**src/rtl/spi_slave_shift_if.sv**
```systemverilog
// Interface bundling the SPI pins and the parallel TX/RX side of spi_slave_shift.
`timescale 1ns / 1ps
interface spi_slave_shift_if #(
  parameter int unsigned DATA_WIDTH = 32
);
  logic                  sclk;
  logic                  cs_n;
  logic                  mosi;
  logic                  miso;
  logic                  miso_oe;
  logic [1:0]            spi_data_len;
  logic [DATA_WIDTH-1:0] tx_data;
  logic                  tx_valid;
  logic                  tx_ready;
  logic [DATA_WIDTH-1:0] rx_data;
  logic                  rx_valid;
  logic                  underrun;
  logic                  frame_err;

  modport slave (
    input  sclk, cs_n, mosi, spi_data_len, tx_data, tx_valid,
    output miso, miso_oe, tx_ready, rx_data, rx_valid, underrun, frame_err
  );

  modport master (
    output sclk, cs_n, mosi, spi_data_len, tx_data, tx_valid,
    input  miso, miso_oe, tx_ready, rx_data, rx_valid, underrun, frame_err
  );
endinterface

```
**src/rtl/spi_slave_shift.sv**
```systemverilog
// SPI mode-0 responder: oversampled pins, LSB-first 8/16/24/32-bit frames,
// one-entry TX buffer returned on MISO while the master's word is captured.
`timescale 1ns / 1ps
module spi_slave_shift #(
  parameter int unsigned DATA_WIDTH  = 32,
  parameter int unsigned SYNC_STAGES = 2
) (
  input logic              clk,
  input logic              rst,
  spi_slave_shift_if.slave bus
);
  localparam int unsigned CntW  = $clog2(DATA_WIDTH + 1);
  localparam int unsigned IdxW  = $clog2(DATA_WIDTH);
  localparam int unsigned WarmW = $clog2(SYNC_STAGES + 2);

  typedef enum logic [1:0] {StIdle, StActive, StDone} state_e;
  state_e state_q, state_d;

  logic [SYNC_STAGES-1:0] sclk_sync_q, cs_sync_q, mosi_sync_q;
  logic                   sclk_hist_q, cs_hist_q;
  logic [WarmW-1:0]       warm_q;
  logic                   sclk_s, cs_s, mosi_s, warm;
  logic                   sclk_rise, sclk_fall, cs_rise, cs_fall;

  logic [1:0]            len_q;
  logic [CntW-1:0]       bit_cnt_q, n_bits;
  logic [IdxW-1:0]       bit_idx;
  logic [DATA_WIDTH-1:0] tx_shift_q, rx_shift_q, tx_buf_q, rx_data_q;
  logic [DATA_WIDTH-1:0] rx_merged, tx_first;
  logic                  tx_full_q, miso_q, miso_oe_q;
  logic                  rx_valid_q, underrun_q, frame_err_q;
  logic                  last_bit, consume;

  always_ff @(posedge clk or posedge rst) begin
    if (rst) begin
      sclk_sync_q <= '0;
      cs_sync_q   <= '1;
      mosi_sync_q <= '0;
      sclk_hist_q <= 1'b0;
      cs_hist_q   <= 1'b1;
      warm_q      <= '0;
    end else begin
      sclk_sync_q <= {sclk_sync_q[SYNC_STAGES-2:0], bus.sclk};
      cs_sync_q   <= {cs_sync_q[SYNC_STAGES-2:0], bus.cs_n};
      mosi_sync_q <= {mosi_sync_q[SYNC_STAGES-2:0], bus.mosi};
      sclk_hist_q <= sclk_s;
      cs_hist_q   <= cs_s;
      if (!warm) warm_q <= warm_q + WarmW'(1);
    end
  end

  assign sclk_s = sclk_sync_q[SYNC_STAGES-1];
  assign cs_s   = cs_sync_q[SYNC_STAGES-1];
  assign mosi_s = mosi_sync_q[SYNC_STAGES-1];
  // cs edges are ignored until the synchronizer holds real pin samples, so a
  // cs_n already low at reset release is not mistaken for a frame start.
  assign warm      = (warm_q == WarmW'(SYNC_STAGES + 1));
  assign sclk_rise = sclk_s & ~sclk_hist_q;
  assign sclk_fall = ~sclk_s & sclk_hist_q;
  assign cs_rise   = warm & cs_s & ~cs_hist_q;
  assign cs_fall   = warm & ~cs_s & cs_hist_q;

  always_comb begin
    n_bits    = CntW'((32'(len_q) + 32'd1) * 32'd8);
    bit_idx   = bit_cnt_q[IdxW-1:0];
    last_bit  = sclk_rise && (bit_cnt_q == n_bits - CntW'(1));
    consume   = (state_q == StIdle) && cs_fall;
    tx_first  = tx_full_q ? tx_buf_q : '0;
    rx_merged = rx_shift_q;
    rx_merged[bit_idx] = mosi_s;
  end

  always_comb begin
    state_d = state_q;
    unique case (state_q)
      StIdle:   if (cs_fall) state_d = StActive;
      // A cs_n rise landing with the final bit still completes the frame.
      StActive: begin
        if (last_bit)     state_d = cs_rise ? StIdle : StDone;
        else if (cs_rise) state_d = StIdle;
      end
      StDone:   if (cs_rise) state_d = StIdle;
      default:  state_d = StIdle;
    endcase
  end

  always_ff @(posedge clk or posedge rst) begin
    if (rst) state_q <= StIdle;
    else     state_q <= state_d;
  end

  always_ff @(posedge clk or posedge rst) begin
    if (rst) begin
      len_q       <= 2'b00;
      bit_cnt_q   <= '0;
      tx_shift_q  <= '0;
      rx_shift_q  <= '0;
      tx_buf_q    <= '0;
      tx_full_q   <= 1'b0;
      rx_data_q   <= '0;
      miso_q      <= 1'b0;
      miso_oe_q   <= 1'b0;
      rx_valid_q  <= 1'b0;
      underrun_q  <= 1'b0;
      frame_err_q <= 1'b0;
    end else begin
      rx_valid_q  <= 1'b0;
      underrun_q  <= 1'b0;
      frame_err_q <= 1'b0;

      if (consume) begin
        tx_full_q <= 1'b0;
      end else if (bus.tx_valid && bus.tx_ready) begin
        tx_full_q <= 1'b1;
        tx_buf_q  <= bus.tx_data;
      end

      unique case (state_q)
        StIdle: begin
          if (cs_fall) begin
            len_q      <= bus.spi_data_len;
            tx_shift_q <= tx_first;
            underrun_q <= ~tx_full_q;
            bit_cnt_q  <= '0;
            rx_shift_q <= '0;
            miso_q     <= tx_first[0];
            miso_oe_q  <= 1'b1;
          end
        end
        StActive: begin
          if (last_bit) begin
            rx_shift_q[bit_idx] <= mosi_s;
            bit_cnt_q  <= bit_cnt_q + CntW'(1);
            rx_data_q  <= rx_merged;
            rx_valid_q <= 1'b1;
            if (cs_rise) begin
              miso_q    <= 1'b0;
              miso_oe_q <= 1'b0;
            end
          end else if (cs_rise) begin
            frame_err_q <= 1'b1;
            miso_q      <= 1'b0;
            miso_oe_q   <= 1'b0;
          end else if (sclk_rise) begin
            rx_shift_q[bit_idx] <= mosi_s;
            bit_cnt_q <= bit_cnt_q + CntW'(1);
          end else if (sclk_fall) begin
            miso_q <= tx_shift_q[bit_idx];
          end
        end
        StDone: begin
          if (cs_rise) begin
            miso_q    <= 1'b0;
            miso_oe_q <= 1'b0;
          end
        end
        default: ;
      endcase
    end
  end

  assign bus.miso      = miso_q;
  assign bus.miso_oe   = miso_oe_q;
  assign bus.tx_ready  = ~tx_full_q & ~consume;
  assign bus.rx_data   = rx_data_q;
  assign bus.rx_valid  = rx_valid_q;
  assign bus.underrun  = underrun_q;
  assign bus.frame_err = frame_err_q;
endmodule

```
**src/flat_wrapper.sv**
```systemverilog
// flat-port wrapper written by rule: the top's interface ports become plain ports
module spi_slave_shift_flat 
#(
  parameter int unsigned DATA_WIDTH  = 32,
  parameter int unsigned SYNC_STAGES = 2
)
  (clk, rst, bus_sclk, bus_cs_n, bus_mosi, bus_spi_data_len, bus_tx_data, bus_tx_valid, bus_miso, bus_miso_oe, bus_tx_ready, bus_rx_data, bus_rx_valid, bus_underrun, bus_frame_err);
  spi_slave_shift_if #(.DATA_WIDTH(DATA_WIDTH)) bus_i ();
  input logic clk;
  input logic rst;
  input wire logic [$bits(bus_i.sclk)-1:0] bus_sclk;
  input wire logic [$bits(bus_i.cs_n)-1:0] bus_cs_n;
  input wire logic [$bits(bus_i.mosi)-1:0] bus_mosi;
  input wire logic [$bits(bus_i.spi_data_len)-1:0] bus_spi_data_len;
  input wire logic [$bits(bus_i.tx_data)-1:0] bus_tx_data;
  input wire logic [$bits(bus_i.tx_valid)-1:0] bus_tx_valid;
  output wire logic [$bits(bus_i.miso)-1:0] bus_miso;
  output wire logic [$bits(bus_i.miso_oe)-1:0] bus_miso_oe;
  output wire logic [$bits(bus_i.tx_ready)-1:0] bus_tx_ready;
  output wire logic [$bits(bus_i.rx_data)-1:0] bus_rx_data;
  output wire logic [$bits(bus_i.rx_valid)-1:0] bus_rx_valid;
  output wire logic [$bits(bus_i.underrun)-1:0] bus_underrun;
  output wire logic [$bits(bus_i.frame_err)-1:0] bus_frame_err;
  assign bus_i.sclk = bus_sclk;
  assign bus_i.cs_n = bus_cs_n;
  assign bus_i.mosi = bus_mosi;
  assign bus_i.spi_data_len = bus_spi_data_len;
  assign bus_i.tx_data = bus_tx_data;
  assign bus_i.tx_valid = bus_tx_valid;
  assign bus_miso = bus_i.miso;
  assign bus_miso_oe = bus_i.miso_oe;
  assign bus_tx_ready = bus_i.tx_ready;
  assign bus_rx_data = bus_i.rx_data;
  assign bus_rx_valid = bus_i.rx_valid;
  assign bus_underrun = bus_i.underrun;
  assign bus_frame_err = bus_i.frame_err;
  spi_slave_shift #(.DATA_WIDTH(DATA_WIDTH), .SYNC_STAGES(SYNC_STAGES)) u_core (.clk(clk), .rst(rst), .bus(bus_i));
endmodule
```
**config.mk**
```make
export PLATFORM = sky130hd
export DESIGN_NAME = spi_slave_shift_flat
export DESIGN_NICKNAME = d
export VERILOG_FILES = /design/src/rtl/spi_slave_shift_if.sv /design/src/rtl/spi_slave_shift.sv /design/src/flat_wrapper.sv
export SDC_FILE = /design/constraint.sdc
export NUM_CORES = 1
export LEC_CHECK = 0
export CAP_MARGIN = 10
export CORE_ASPECT_RATIO = 1.4
export CORE_MARGIN = 5
export CORE_UTILIZATION = 44
export CTS_CLUSTER_DIAMETER = 30
export DETAILED_ROUTE_END_ITERATION = 6
export PLACE_DENSITY_LB_ADDON = 0.2
export SYNTH_ARGS = -nofsm -noshare
export SYNTH_HDL_FRONTEND = slang
export SYNTH_SLANG_ARGS = --single-unit
export TNS_END_PERCENT = 10
```
**constraint.sdc**
```tcl
create_clock -name clk -period 7.2 [get_ports clk]
set_clock_uncertainty 0.1 [all_clocks]
set_input_delay 1.44 -clock clk [delete_from_list [all_inputs] [get_ports clk]]
set_output_delay 1.44 -clock clk [all_outputs]
set_load 0.02 [all_outputs]
```
======== Word-level counts from Yosys, hierarchy flattened ========
Index checks and enable logic that the tools add are counted.
word-level totals
  output and inout bits ................... 38
  register bits after elaboration ......... 154
  word-level logic and storage cells ...... 104
  input port bits ......................... 40
operators by class
  bitwise operators ....................... 13
  mux-type cells .......................... 40
  add/sub/neg operators ................... 4
  eq/ne operators ......................... 10
  $lt $le $gt $ge ......................... 2
  reduce and logical (&&, ||, !) cells .... 16
operators with widths
  kind                                                                    number
  32-bit two-way mux                                                      5
  32-bit one-hot mux with 2 select lines                                  1
  32-bit bitwise mux                                                      1
  6-bit two-way mux                                                       4
  1-bit two-way mux                                                       19
  6-bit one-hot mux with 2 select lines                                   1
  2-bit two-way mux                                                       4
  4-bit AND reduction                                                     2
  1-bit AND                                                               7
  6-bit by 1-bit adder with 6-bit output (second input constant)          1
  6-bit == test                                                           1
  5-bit by 6-bit < comparator with 1-bit output (second input constant)   1
  1-bit inverter                                                          6
  2-bit one-hot mux with 3 select lines                                   1
  2-bit AND reduction                                                     3
  2-bit nonzero test                                                      3
  6-bit by 1-bit subtractor with 6-bit output (second input constant)     1
  1-bit binary-select mux with 5-bit select                               1
  1-bit demux with 5-bit select                                           1
  5-bit by 1-bit >= comparator with 1-bit output (second input constant)  1
  2-bit == test (second input constant)                                   2
  1-bit logical AND                                                       4
  2-bit by 1-bit != test with 1-bit output (second input constant)        2
  4-bit by 1-bit != test with 1-bit output (second input constant)        1
  12 further kinds                                                        12

======== Depth between registers and ports, before layout ========
  depth after elaboration ................. 9
  gate-level depth with buffers ........... 10
  depth with buffers taken out ............ 8

======== Least setup slack after synthesis ========
Ideal clock, no wire load.
  kind .................................... register -> output
  from .................................... register u_core.state_q[0]
  to ...................................... output bus_tx_ready
  required time ........................... 5660 ps
  slack ................................... 4469 ps
  data arrival time ....................... 1191 ps
  stages on the path, launching flop included .. 5
  buffers on the path ..................... 0
  cells stage by stage .................... dfrtp_1 -> inv_1 -> ha_1 -> and4b_1 -> nor2_1
between the ends
  cells in the longest elaborated chain, start to end .. 4
ends and longest elaborated chain
  element                 line                    text
  start, declared         spi_slave_shift.sv:17   state_e state_q, state_d;
  start signal, assigned  spi_slave_shift.sv:88   if (rst) state_q <= StIdle;
  start signal, assigned  spi_slave_shift.sv:89   else state_q <= state_d;
  2-bit zero test         spi_slave_shift.sv:67   consume = (state_q == StIdle) && cs_fall;
  1-bit logical AND       spi_slave_shift.sv:67
  1-bit inverter          spi_slave_shift.sv:164  assign bus.tx_ready = ~tx_full_q & ~consume;
  1-bit AND               spi_slave_shift.sv:164
  end, declared           flat_wrapper.sv:19      output wire logic [$bits(bus_i.tx_ready)-1:0] bus_tx_ready;
Every way passes these cells.

======== Worst setup path after layout ========
Ends and elaborated chain as after synthesis.

==> results.txt <==
Mapped Avg Cell Area: 10.1 um2
Nets: 800
peak supply drop: 191 uV
antenna-violating nets left: 0
hold path depth: 0
GRT Overall Usage: 17.2%
Die ar.: 0.0187 mm2
postcts setup bufs: 0
Net Count, Synth: 751
CTS tree: yes
final instance area: 0.00849 mm2
IO buf count: 77
RePlAce Congestion: 0.808
Worst Setup End Kind: output port
post-CTS sizing: 0
Tmin final: 3780 ps
period utilisation layout: 52.5%
Hold Path Origin: u_core.sclk_sync_q[0]
Core Box Area: 0.0157 mm2
critical path class: reg -> out
initial antenna violation count: 0
critical path launch point type: register
DR vias: 5167
PwrDens: 329 mW/mm2
initial core utilization: 45.0%
Yosys top cell by area: dfrtp_1
Die Y-Extent: 160 um
Net Sw Frac: 31.8%
dpl cell area: 0.00789 mm2
DR iter-0 viols: 281
Fin Setup TNS: 0 ps
Slew @ Worst Pin: 1010 ps
clock tree buffer depth: 2
largest cells by area after synthesis: dfrtp_1, nand2_1, mux2i_1, mux2_2, o21ai_0
cells after synthesis: 700
Post-synth EDFFs: 0
sequential share of power: 43.6%
RR Startpoint: u_core.state_q[1]
Final Slew Violations: 0
# IOs: 78
vias in the first global route: 5345
Max-Cap Viols: 0
outcome: finished clean
f_max: 265 MHz
Yosys top cell area share: 53.6%
CP arrival: 2240 ps
synthesis-to-layout area growth: 20.5%
Clock Sinks: 154
CP Max Fanout: 7
Syn Std Cell Area: 0.00705 mm2
GRT Residual Overflow: 0
Die X: 117 um
Clk Latency, worst-skew pair: 420 ps
Hold Buf Count CTS: 0
Synth Register Bits: 154
drt pass-1 iters: 5
worst setup path startpoint: u_core.state_q[0]
Int Power: 1.90 mW
Post-synth ARST share: 100%
CTS clk-pin slew, worst paths: 60 ps
Cell variety after synth: 47
min-delay worst type: reg -> reg
Wirelength per Cell: 15.8 um
sequential area share after synthesis: 54.7%
Combinational Power Share: 23.9%
layout cells sized above 1: 10.5%
vias per cell: 5.39
CP required: 5660 ps
RSZ-0062 raised after global routing: false
final number of hold-violating endpoints: 0
Clock power frac: 32.5%
Top FF cell, synth: dfrtp_1
CTS buffer count: 17
std cell rows: 54
# setup viols final: 0
static leakage: 3.86 nW
Root Driver: clkbuf_16
Max-Slew Margin vs Limit: 32.5%
Routed WL: 15100 um
Ys Warns: 0
H-tree depth: 4
ant diodes: 0
Reg2Reg Depth: 7
post-DP HPWL: 10300 um
FILL cells: 1420
net switching power: 889 uW
first-pass GRT wire length: 25900 um
DRC: 0
pin count of the biggest net entering global routing: 86
==> power groups by stage <==
stage	sequential [mW]	clock (mW)	combinational, mW
floorplan	1.17	0	0.548
global placement	1.23	0	0.649
finish	1.22	0.907	0.669
CTS	1.22	0.926	0.675
global route	1.25	0.959	0.751
detailed placement	1.23	0	0.672
==> routing by layer <==
metal  share of wire, %  wire length (um)  up-vias  GRT usage, %
met5                  0                 0        -             0
met4                2.7               404        0          7.30
met3                3.2               490       32          2.69
met2                 53              8040      125          29.1
met1                 41              6190     2513          21.4
li1                   -                 -     2497             -
==> cell type report <==
class / count / area, um2 / area share, %
clock buffer: 18 / 429 / 5.05
clock inverter: 14 / 174 / 2.05
inverter: 25 / 98.8 / 1.16
multi-input combinational: 467 / 2870 / 33.7
sequential: 154 / 3860 / 45.4
tap: 196 / 245 / 2.89
timing repair buffer: 84 / 823 / 9.69
==> critical path, stage by stage (launching register included) <==
cell and delay [ps]:
dfrtp_1 400, inv_1 80, ha_1 290, and4b_1 240, nor2_1 170, clkdlybuf4s50_1 640
==> cells in the final DEF (no fill, tap or decap), types with 3 or more instances in the layout <==
| cell type | instances |
|---|---|
| dfstp_2 | 3 |
| clkinvlp_4 | 4 |
| nand3_1 | 53 |
| nand4_1 | 5 |
| o22ai_1 | 18 |
| a21oi_1 | 39 |
| nor2b_1 | 10 |
| mux2_2 | 32 |
| xnor2_1 | 3 |
| o21ai_0 | 67 |
| bufinv_16 | 3 |
| clkbuf_16 | 17 |
| dfrtp_1 | 151 |
| inv_1 | 24 |
| ha_1 | 11 |
| and2_1 | 3 |
| clkinv_4 | 4 |
| nor2_1 | 14 |
| a22oi_1 | 4 |
| clkdlybuf4s50_1 | 77 |
| buf_4 | 7 |
| mux2i_1 | 48 |
| nand2_1 | 130 |
==> metrics by stage <==
stage          hold slack [ps]  worst slack (ps)  cells  util [%]  total power, mW
3_5_place_dp               236              3590    926      50.3             1.91
6_report                   248              3420    958      54.2             2.79
2_1_floorplan              231              1520    700         -             1.72
3_3_place_gp               235              3670    926      50.3             1.88
5_1_grt                    266              3160    958      54.2             2.96
4_1_cts                    251              3400    958      54.2             2.82
==> worst paths after layout <==
check	endpoint	slack (ps)
worst min-delay path	u_core.sclk_sync_q[1]	250
worst min register to register	u_core.sclk_sync_q[1]	250
worst max register to register	u_core.bit_cnt_q[2]	3590
worst max-delay path	bus_tx_ready	3420
max in group asynchronous	u_core.rx_shift_q[17]	4200
min in group asynchronous	u_core.bus.rx_data[1]	1430
==> flip-flops by register name (all words and copies together) (netlist names) <==
register	cells
u_core.bit_cnt_q	6
u_core.bus.frame_err	1
u_core.bus.miso	1
u_core.bus.miso_oe	1
u_core.bus.rx_data	32
u_core.bus.rx_valid	1
u_core.bus.underrun	1
u_core.cs_hist_q	1
u_core.cs_sync_q	2
u_core.len_q	2
u_core.mosi_sync_q	2
u_core.rx_shift_q	32
u_core.sclk_hist_q	1
u_core.sclk_sync_q	2
u_core.state_q	2
u_core.tx_buf_q	32
u_core.tx_full_q	1
u_core.tx_shift_q	32
u_core.warm_q	2
==> cell families (layout without fill, tap and decap cells) <==
group	Yosys count	in the layout	synth area share, %
mux	81	81	12.1
buf+inv	79	141	4.65
fa+ha+maj	11	11	1.95
compound gates	144	144	11.6
xor+xnor	4	4	0.497
simple gates	227	227	14.4
flops	154	154	54.7
==> synthesized netlist by cell type (10+ instances only) <==
library cell,n
nand3_1,54
o22ai_1,18
nand2_1,130
nor2b_1,10
mux2_2,32
dfrtp_1,151
mux2i_1,48
clkbuf_1,31
ha_1,11
inv_1,25
buf_2,12
nor2_1,14
a21oi_1,39
o21ai_0,67
No activity file was read; power rests on OpenSTA's default activity.
